===== src/rtl/hilo_mul_unit.sv =====
// HI/LO register stage wrapped around an external combinational unsigned multiplier.
// Signed requests are reduced to magnitudes on entry and the sign is re-applied on writeback.
module hilo_mul_unit #(
    parameter int WIDTH   = 32,
    parameter int LATENCY = 4
) (
    input  logic                 clk,
    input  logic                 resetn,
    input  logic                 start,
    input  logic                 op_signed,
    input  logic [WIDTH-1:0]     op_a,
    input  logic [WIDTH-1:0]     op_b,
    input  logic                 mthi,
    input  logic                 mtlo,
    input  logic [WIDTH-1:0]     wdata,
    output logic [WIDTH-1:0]     mul_a,
    output logic [WIDTH-1:0]     mul_b,
    input  logic [2*WIDTH-1:0]   mul_p,
    output logic                 busy,
    output logic                 done,
    output logic [WIDTH-1:0]     hi,
    output logic [WIDTH-1:0]     lo
);

    localparam int CNT_W = (LATENCY > 1) ? $clog2(LATENCY) : 1;

    localparam logic [CNT_W-1:0]   CNT_INIT = CNT_W'(LATENCY - 1);
    localparam logic [CNT_W-1:0]   CNT_ONE  = CNT_W'(1);
    localparam logic [WIDTH-1:0]   ONE_W    = WIDTH'(1);
    localparam logic [2*WIDTH-1:0] ONE_P    = (2*WIDTH)'(1);

    typedef enum logic {
        IDLE,
        RUN
    } state_e;

    state_e             state_q, state_d;
    logic [CNT_W-1:0]   cnt_q, cnt_d;
    logic               neg_q, neg_d;
    logic [WIDTH-1:0]   mul_a_q, mul_a_d;
    logic [WIDTH-1:0]   mul_b_q, mul_b_d;
    logic [WIDTH-1:0]   hi_q, hi_d;
    logic [WIDTH-1:0]   lo_q, lo_d;
    logic               busy_q, busy_d;
    logic               done_q, done_d;
    logic [2*WIDTH-1:0] result;

    // The most negative operand negates to 2^(WIDTH-1), which still fits unsigned.
    assign result = neg_q ? (~mul_p + ONE_P) : mul_p;

    always_comb begin
        state_d = state_q;
        cnt_d   = cnt_q;
        neg_d   = neg_q;
        mul_a_d = mul_a_q;
        mul_b_d = mul_b_q;
        hi_d    = hi_q;
        lo_d    = lo_q;
        busy_d  = busy_q;
        done_d  = 1'b0;

        case (state_q)
            IDLE: begin
                if (mthi) hi_d = wdata;
                if (mtlo) lo_d = wdata;
                if (start) begin
                    mul_a_d = (op_signed & op_a[WIDTH-1]) ? (~op_a + ONE_W) : op_a;
                    mul_b_d = (op_signed & op_b[WIDTH-1]) ? (~op_b + ONE_W) : op_b;
                    neg_d   = op_signed & (op_a[WIDTH-1] ^ op_b[WIDTH-1]);
                    cnt_d   = CNT_INIT;
                    busy_d  = 1'b1;
                    state_d = RUN;
                end
            end
            RUN: begin
                // Further starts and MT writes are dropped until the product lands.
                if (cnt_q == '0) begin
                    {hi_d, lo_d} = result;
                    busy_d       = 1'b0;
                    done_d       = 1'b1;
                    state_d      = IDLE;
                end else begin
                    cnt_d = cnt_q - CNT_ONE;
                end
            end
            default: state_d = IDLE;
        endcase
    end

    always_ff @(posedge clk or negedge resetn) begin
        if (!resetn) begin
            state_q <= IDLE;
            cnt_q   <= '0;
            neg_q   <= 1'b0;
            mul_a_q <= '0;
            mul_b_q <= '0;
            hi_q    <= '0;
            lo_q    <= '0;
            busy_q  <= 1'b0;
            done_q  <= 1'b0;
        end else begin
            state_q <= state_d;
            cnt_q   <= cnt_d;
            neg_q   <= neg_d;
            mul_a_q <= mul_a_d;
            mul_b_q <= mul_b_d;
            hi_q    <= hi_d;
            lo_q    <= lo_d;
            busy_q  <= busy_d;
            done_q  <= done_d;
        end
    end

    assign mul_a = mul_a_q;
    assign mul_b = mul_b_q;
    assign busy  = busy_q;
    assign done  = done_q;
    assign hi    = hi_q;
    assign lo    = lo_q;

endmodule


===== config.mk =====
export PLATFORM = sky130hd
export DESIGN_NAME = hilo_mul_unit
export DESIGN_NICKNAME = d
export VERILOG_FILES = /design/src/rtl/hilo_mul_unit.sv
export SDC_FILE = /design/constraint.sdc
export NUM_CORES = 1
export LEC_CHECK = 0
export CORE_UTILIZATION = 42
export DETAILED_ROUTE_END_ITERATION = 8
export GPL_ROUTABILITY_DRIVEN = 0
export HOLD_SLACK_MARGIN = 0.02
export PLACE_DENSITY = 0.76
export SLEW_MARGIN = 20
export SYNTH_ARGS = -nofsm -noshare
export SYNTH_HDL_FRONTEND = slang
export SYNTH_SLANG_ARGS = --single-unit

===== constraint.sdc =====
create_clock -name clk -period 2.3 [get_ports clk]
set_input_delay 0.46 -clock clk [delete_from_list [all_inputs] [get_ports clk]]
set_output_delay 0.46 -clock clk [all_outputs]
set_load 0.02 [all_outputs]

# [Word-level counts from Yosys, hierarchy flattened]
# Index checks and enable logic that the tools add are counted.
[totals] wordCells=52 regBits=134 out_inout_bits=130 inputBits=166
[op_classes] n_bitwise=8 n_mux=20 n_addsub=4 eq_ne=5 reduce_logical=6
[ops] operator="$mux 32" n=6
[ops] operator="$pmux 32 s2" n=2
[ops] operator="$add 32x1->32 const B" n=2
[ops] operator="$add 64x1->64 const B" n=1
[ops] operator="$mux 64" n=1
[ops] operator="$not 32->32" n=2
[ops] operator="$not 64->64" n=1
[ops] operator="$reduce_and 2->1" n=5
[ops] operator="$ne 2x2->1 const B" n=4
[ops] operator="$mux 1" n=6
[ops] operator="$mux 2" n=2
[ops] operator="$pmux 1 s2" n=2
[ops] operator="$pmux 2 s2" n=1
[ops] operator="$and 1x1->1" n=3
[ops] operator="$logic_not 2->1" n=1
[ops] operator="$ne 2x1->1 const B" n=1
[ops] operator="$sub 2x1->2 const B" n=1
[ops] operator="$not 1->1" n=1
[ops] operator="$xor 1x1->1" n=1

# [Longest topological paths before layout]
[logic_depth] ltp_word=5 mapped_depth=10 mapped_depth_nobuf=8

# [Worst setup path after synthesis]
# Ideal clock, no wire load.
[synth_path] kind="input to register" start="input port mul_p[38]" end="register hi_q[12], in the netlist hi[12]" setup_ps=130 cell_stages=6 path_buffers=0 required_ps=2170 t_arrival_ps=2469 setup_slack_ps=-300 cell_sequence="or4_4 or4_4 or4_4 nor4_2 mux2i_1 o21ai_1"
[synth_between] elab_chain_cells=5
[synth_rtl] item="start: declaration" line_no="18" rtl="input logic [2*WIDTH-1:0] mul_p,"
[synth_rtl] item="$not 64->64" line_no="49" rtl="assign result = neg_q ? (~mul_p + ONE_P) : mul_p;"
[synth_rtl] item="$add 64x1->64" line_no="49"
[synth_rtl] item="$mux 64" line_no="49"
[synth_rtl] item="$mux 32" line_no="77" rtl="if (cnt_q == '0) begin"
[synth_rtl] item="$pmux 32 s2" line_no="62" rtl="case (state_q)"
[synth_rtl] item="end signal: assignment" line_no="107" rtl="hi_q <= hi_d;"
[synth_rtl] item="end: declaration" line_no="42" rtl="logic [WIDTH-1:0] hi_q, hi_d;"
# No other way between the ends. The select of a mux whose other input is x is not followed.
# A chain may end at the register's enable or synchronous reset.

# [Worst setup path in the final report]
[layout_path] start="input port mul_p[34]" end="register hi_q[11], in the netlist hi[11]"
# The elaborated chain is that of the path after synthesis.

==> results.ini <==
[final_layout]
final_core_utilization = 0.757
area_growth_syn_to_layout_pct = 74.0
fillers = 1296
design.final.nets = 1638
area.sequential_um2 = 3350
multiInputGateArea_um2 = 5200
post_route_cells_drive_above_1_share = 0.256
layout.cells.non_filler = 1740

[floorplan]
chipWidth_um = 142
floorplan.rows = 50
top_level_ports = 296
initial_util = 0.435
design.core.area_um2 = 19000
chipHeight_um = 142
die-area_um2 = 20200

[grt]
gr_overflow_total = 0
largest_net_degree_at_the_start_of_global_routing = 83
grt_first_pass_wirelength_um = 53300
antenna_violations_before_repair = 1
via_count_of_the_first_global_routing_pass = 9963
grt_total_usage = 0.343

[yosys]
syn_nets = 1140
proportion_of_synthesized_flip_flops_having_asynchronous_set_or_reset = 1.00
ys_warn_count = 0
yosysTopAreaCell = sky130_fd_sc_hd__dfrtp_1
synth_top_flop_cell = sky130_fd_sc_hd__dfrtp_1
postSynthAreaPerCell_um2 = 8.50
synth_edf_count = 0
synth.top_cell.area_share = 0.407
post_synth_inst_count = 970
synth.top_cells.by_area = sky130_fd_sc_hd__dfrtp_1 (41%), sky130_fd_sc_hd__o21ai_0 (6.9%), sky130_fd_sc_hd__xor2_1 (6.7%), sky130_fd_sc_hd__nand2_1 (5.8%), sky130_fd_sc_hd__xnor2_1 (4.5%)
postSynthRegisterBits = 134
synth.yosys.seq_area_share = 0.407
synthDistinctLibCells = 48
synth_area_um2 = 8250

[routing]
drt-vias-per-instance = 5.79
routed-via-count = 10100
antenna_left = 0
dr.first_iter.drc_count = 790
drt_first_pass_iters = 6
detail_route.drc_violations = 0
routed_wl_um = 35500
post_drt_wl_per_cell_um = 20.4

[critical_path]
setup_cp_type = primary input to flop
crit_required_ns = 2.58
timing.critical_path.slowest_stage_cell = sky130_fd_sc_hd__or4_4
cp.arrival_ns = 2.64
path_buf_inv = 1
cp_common_cell = sky130_fd_sc_hd__or4_4
cp_delay_by_family_top = simple AND/OR/NAND/NOR gates
worst-path-max-fanout = 2
max_stage_delay_ns = 0.58
worst_setup_path_end_kind = flop
timing.critical_path.from_type = primary input
crit_path_cell_trace = buf_8, or4_4, or4_4, or4_4, nor3_4, mux2i_1, a31oi_1

[run_status]
run_status = complete, but fails checks
failed_checks = setup timing

[timing]
final_hold_viol_count = 0
clock_skew_ns = 0.0153
finalSetupViolations = 7
slew_violations = 0
period_share = 1.03
fin_crit_ns = 2.36
highest_clock_rate_ghz = 0.423
slack_of_the_critical_path_ns = -0.0643
measured_slew_at_the_worst_slew_check_pin_ns = 0.841
worst_slew_margin_rel = 0.440
rsz0062_at_grt = yes

[cts]
tritoncts_num_sinks = 134
clk_latency_ns = 0.44
cts_inserted_buffers = 17
htreeDepth = 4
cts-root-buf = sky130_fd_sc_hd__clkbuf_16
tritoncts = yes
clkTransAtPathRegs_ns = 0.06
max-clock-path-buffers = 2

[worst_hold_path]
timing.hold.worst.class = primary input to flop

[placement]
place_hpwl_um = 25200
detailedPlace.worstSlack_ns = -0.824
port-buffer-count = 295
numPlacedInstances = 1689

[job]
drv_cap = 0

[power_and_ir_drop]
power.leakage_nw = 6.24
pwr_density_cell_nw_per_um2 = 1100
power.ir.vdd_worst_mv = 0.763

logic make-up after synthesis:
kind of cell,Yosys count,share of synthesized area
simple gates,353,0.212
mux,28,0.0343
xor+xnor,105,0.111
flops,134,0.407
compound gates,277,0.198
fa+ha+maj,4,0.00607
buf+inv,69,0.0314
worst min-delay path, stage by stage:
cell and delay [ns]:
sky130_fd_sc_hd__buf_6 0.10, sky130_fd_sc_hd__buf_4 0.14, sky130_fd_sc_hd__nand2_1 0.05, sky130_fd_sc_hd__a31oi_1 0.07
layout by cell type (no fill, tap or decap), types with 17 or more instances in the layout:
master and instances:
sky130_fd_sc_hd__clkbuf_16 17, sky130_fd_sc_hd__o21ai_0 105, sky130_fd_sc_hd__dfrtp_1 134, sky130_fd_sc_hd__xnor2_1 41, sky130_fd_sc_hd__nor3_1 21, sky130_fd_sc_hd__clkdlybuf4s50_1 243, sky130_fd_sc_hd__and3_1 21, sky130_fd_sc_hd__buf_4 225
sky130_fd_sc_hd__a21oi_1 60, sky130_fd_sc_hd__nor2_1 65, sky130_fd_sc_hd__mux2i_1 26, sky130_fd_sc_hd__o21ai_1 19, sky130_fd_sc_hd__xor2_1 62, sky130_fd_sc_hd__nand2_1 123
final timing paths:
path                                start         to  slack, ns  cells past startpoint
worst max register to register      neg_q      lo[7]       0.12                      4
worst max-delay path            mul_p[34]     hi[11]      -0.06                      7
worst min-delay path              op_a[1]   mul_a[1]       0.44                      4
worst min register to register   mul_b[0]   mul_b[0]       0.48                      2
max in group asynchronous          resetn  mul_a[18]       1.30                      3
min in group asynchronous          resetn       done       0.59                      3
area by class of cell:
type | count | area share
Inverter | 14 | 0.00366
Timing Repair Buffer | 534 | 0.334
Clock buffer | 18 | 0.0306
Clock inverter | 12 | 0.0125
Multi-Input combinational cell | 767 | 0.363
Antenna cell | 1 | 0.000174
Tap cell | 260 | 0.0227
Sequential cell | 134 | 0.234
sequential cells by signal, indices dropped and copies added (netlist names):
register and count:
done 1, cnt_q 2, busy 1, state_q 1, hi 32, mul_a 32
mul_b 32, lo 32, neg_q 1
stage by stage:
stage | total power, mW | TNS (ns) | hold slack [ns] | instance area, µm²
final | 15.8 | -0.258 | 0.435 | 14300
after global routing | 16.6 | -0.701 | 0.448 | 14300
after CTS | 15.5 | -0.117 | 0.0219 | 14000
after detailed placement | 12.4 | -38.41 | 0.466 | 13100
after global placement | 12.3 | -36.31 | 0.453 | 13100
after floorplan | 8.27 | -0.978 | 0.164 | 8340
synthesized netlist by cell type (4+ instances only):
| cell type | instances |
|---|---|
| sky130_fd_sc_hd__nor4_1 | 23 |
| sky130_fd_sc_hd__ha_1 | 4 |
| sky130_fd_sc_hd__clkbuf_1 | 51 |
| sky130_fd_sc_hd__buf_1 | 4 |
| sky130_fd_sc_hd__o21ai_1 | 13 |
| sky130_fd_sc_hd__o22ai_1 | 6 |
| sky130_fd_sc_hd__o31ai_1 | 21 |
| sky130_fd_sc_hd__or4_1 | 14 |
| sky130_fd_sc_hd__and3_1 | 21 |
| sky130_fd_sc_hd__nor2b_1 | 4 |
| sky130_fd_sc_hd__or2_2 | 6 |
| sky130_fd_sc_hd__a22o_1 | 9 |
| sky130_fd_sc_hd__or3_1 | 15 |
| sky130_fd_sc_hd__a21o_1 | 7 |
| sky130_fd_sc_hd__xnor2_1 | 42 |
| sky130_fd_sc_hd__inv_1 | 14 |
| sky130_fd_sc_hd__nand4b_1 | 6 |
| sky130_fd_sc_hd__a22oi_1 | 5 |
| sky130_fd_sc_hd__dfrtp_1 | 134 |
| sky130_fd_sc_hd__a211oi_1 | 6 |
| sky130_fd_sc_hd__o41ai_1 | 10 |
| sky130_fd_sc_hd__nand4_1 | 7 |
| sky130_fd_sc_hd__and2_1 | 4 |
| sky130_fd_sc_hd__nor2_1 | 70 |
| sky130_fd_sc_hd__a21oi_1 | 62 |
| sky130_fd_sc_hd__mux2i_1 | 26 |
| sky130_fd_sc_hd__nand2_1 | 127 |
| sky130_fd_sc_hd__o221ai_1 | 7 |
| sky130_fd_sc_hd__nor3_1 | 24 |
| sky130_fd_sc_hd__xor2_1 | 63 |
| sky130_fd_sc_hd__o21ai_0 | 114 |
| sky130_fd_sc_hd__nand2b_1 | 4 |
| sky130_fd_sc_hd__a31oi_1 | 9 |
| sky130_fd_sc_hd__nand3_1 | 13 |
what timing repair did:
item	in CTS	in global routing
hold buffers	0	1
pin swaps	39	46
gates resized for setup	126	86
endpoints found under the hold margin	0	1
endpoints found under the setup margin	41	51
setup buffers	13	6
per-layer routing:
metal / up-vias / global-route usage / wire length (µm)
met5: - / 0 / 0
li1: 4491 / - / -
met2: 669 / 0.588 / 17000
met4: 0 / 0.158 / 1520
met3: 147 / 0.108 / 4110
met1: 4764 / 0.390 / 12900
report_power, final:
| part | internal (mW) | leakage [nW] | switching [mW] |
|---|---|---|---|
| Combinational | 3.85 | 4.31 | 4.68 |
| Clock | 1.83 | 0.294 | 1.12 |
| Sequential | 3.50 | 1.64 | 0.786 |
Note: power is estimated with default switching activity, not from simulation.
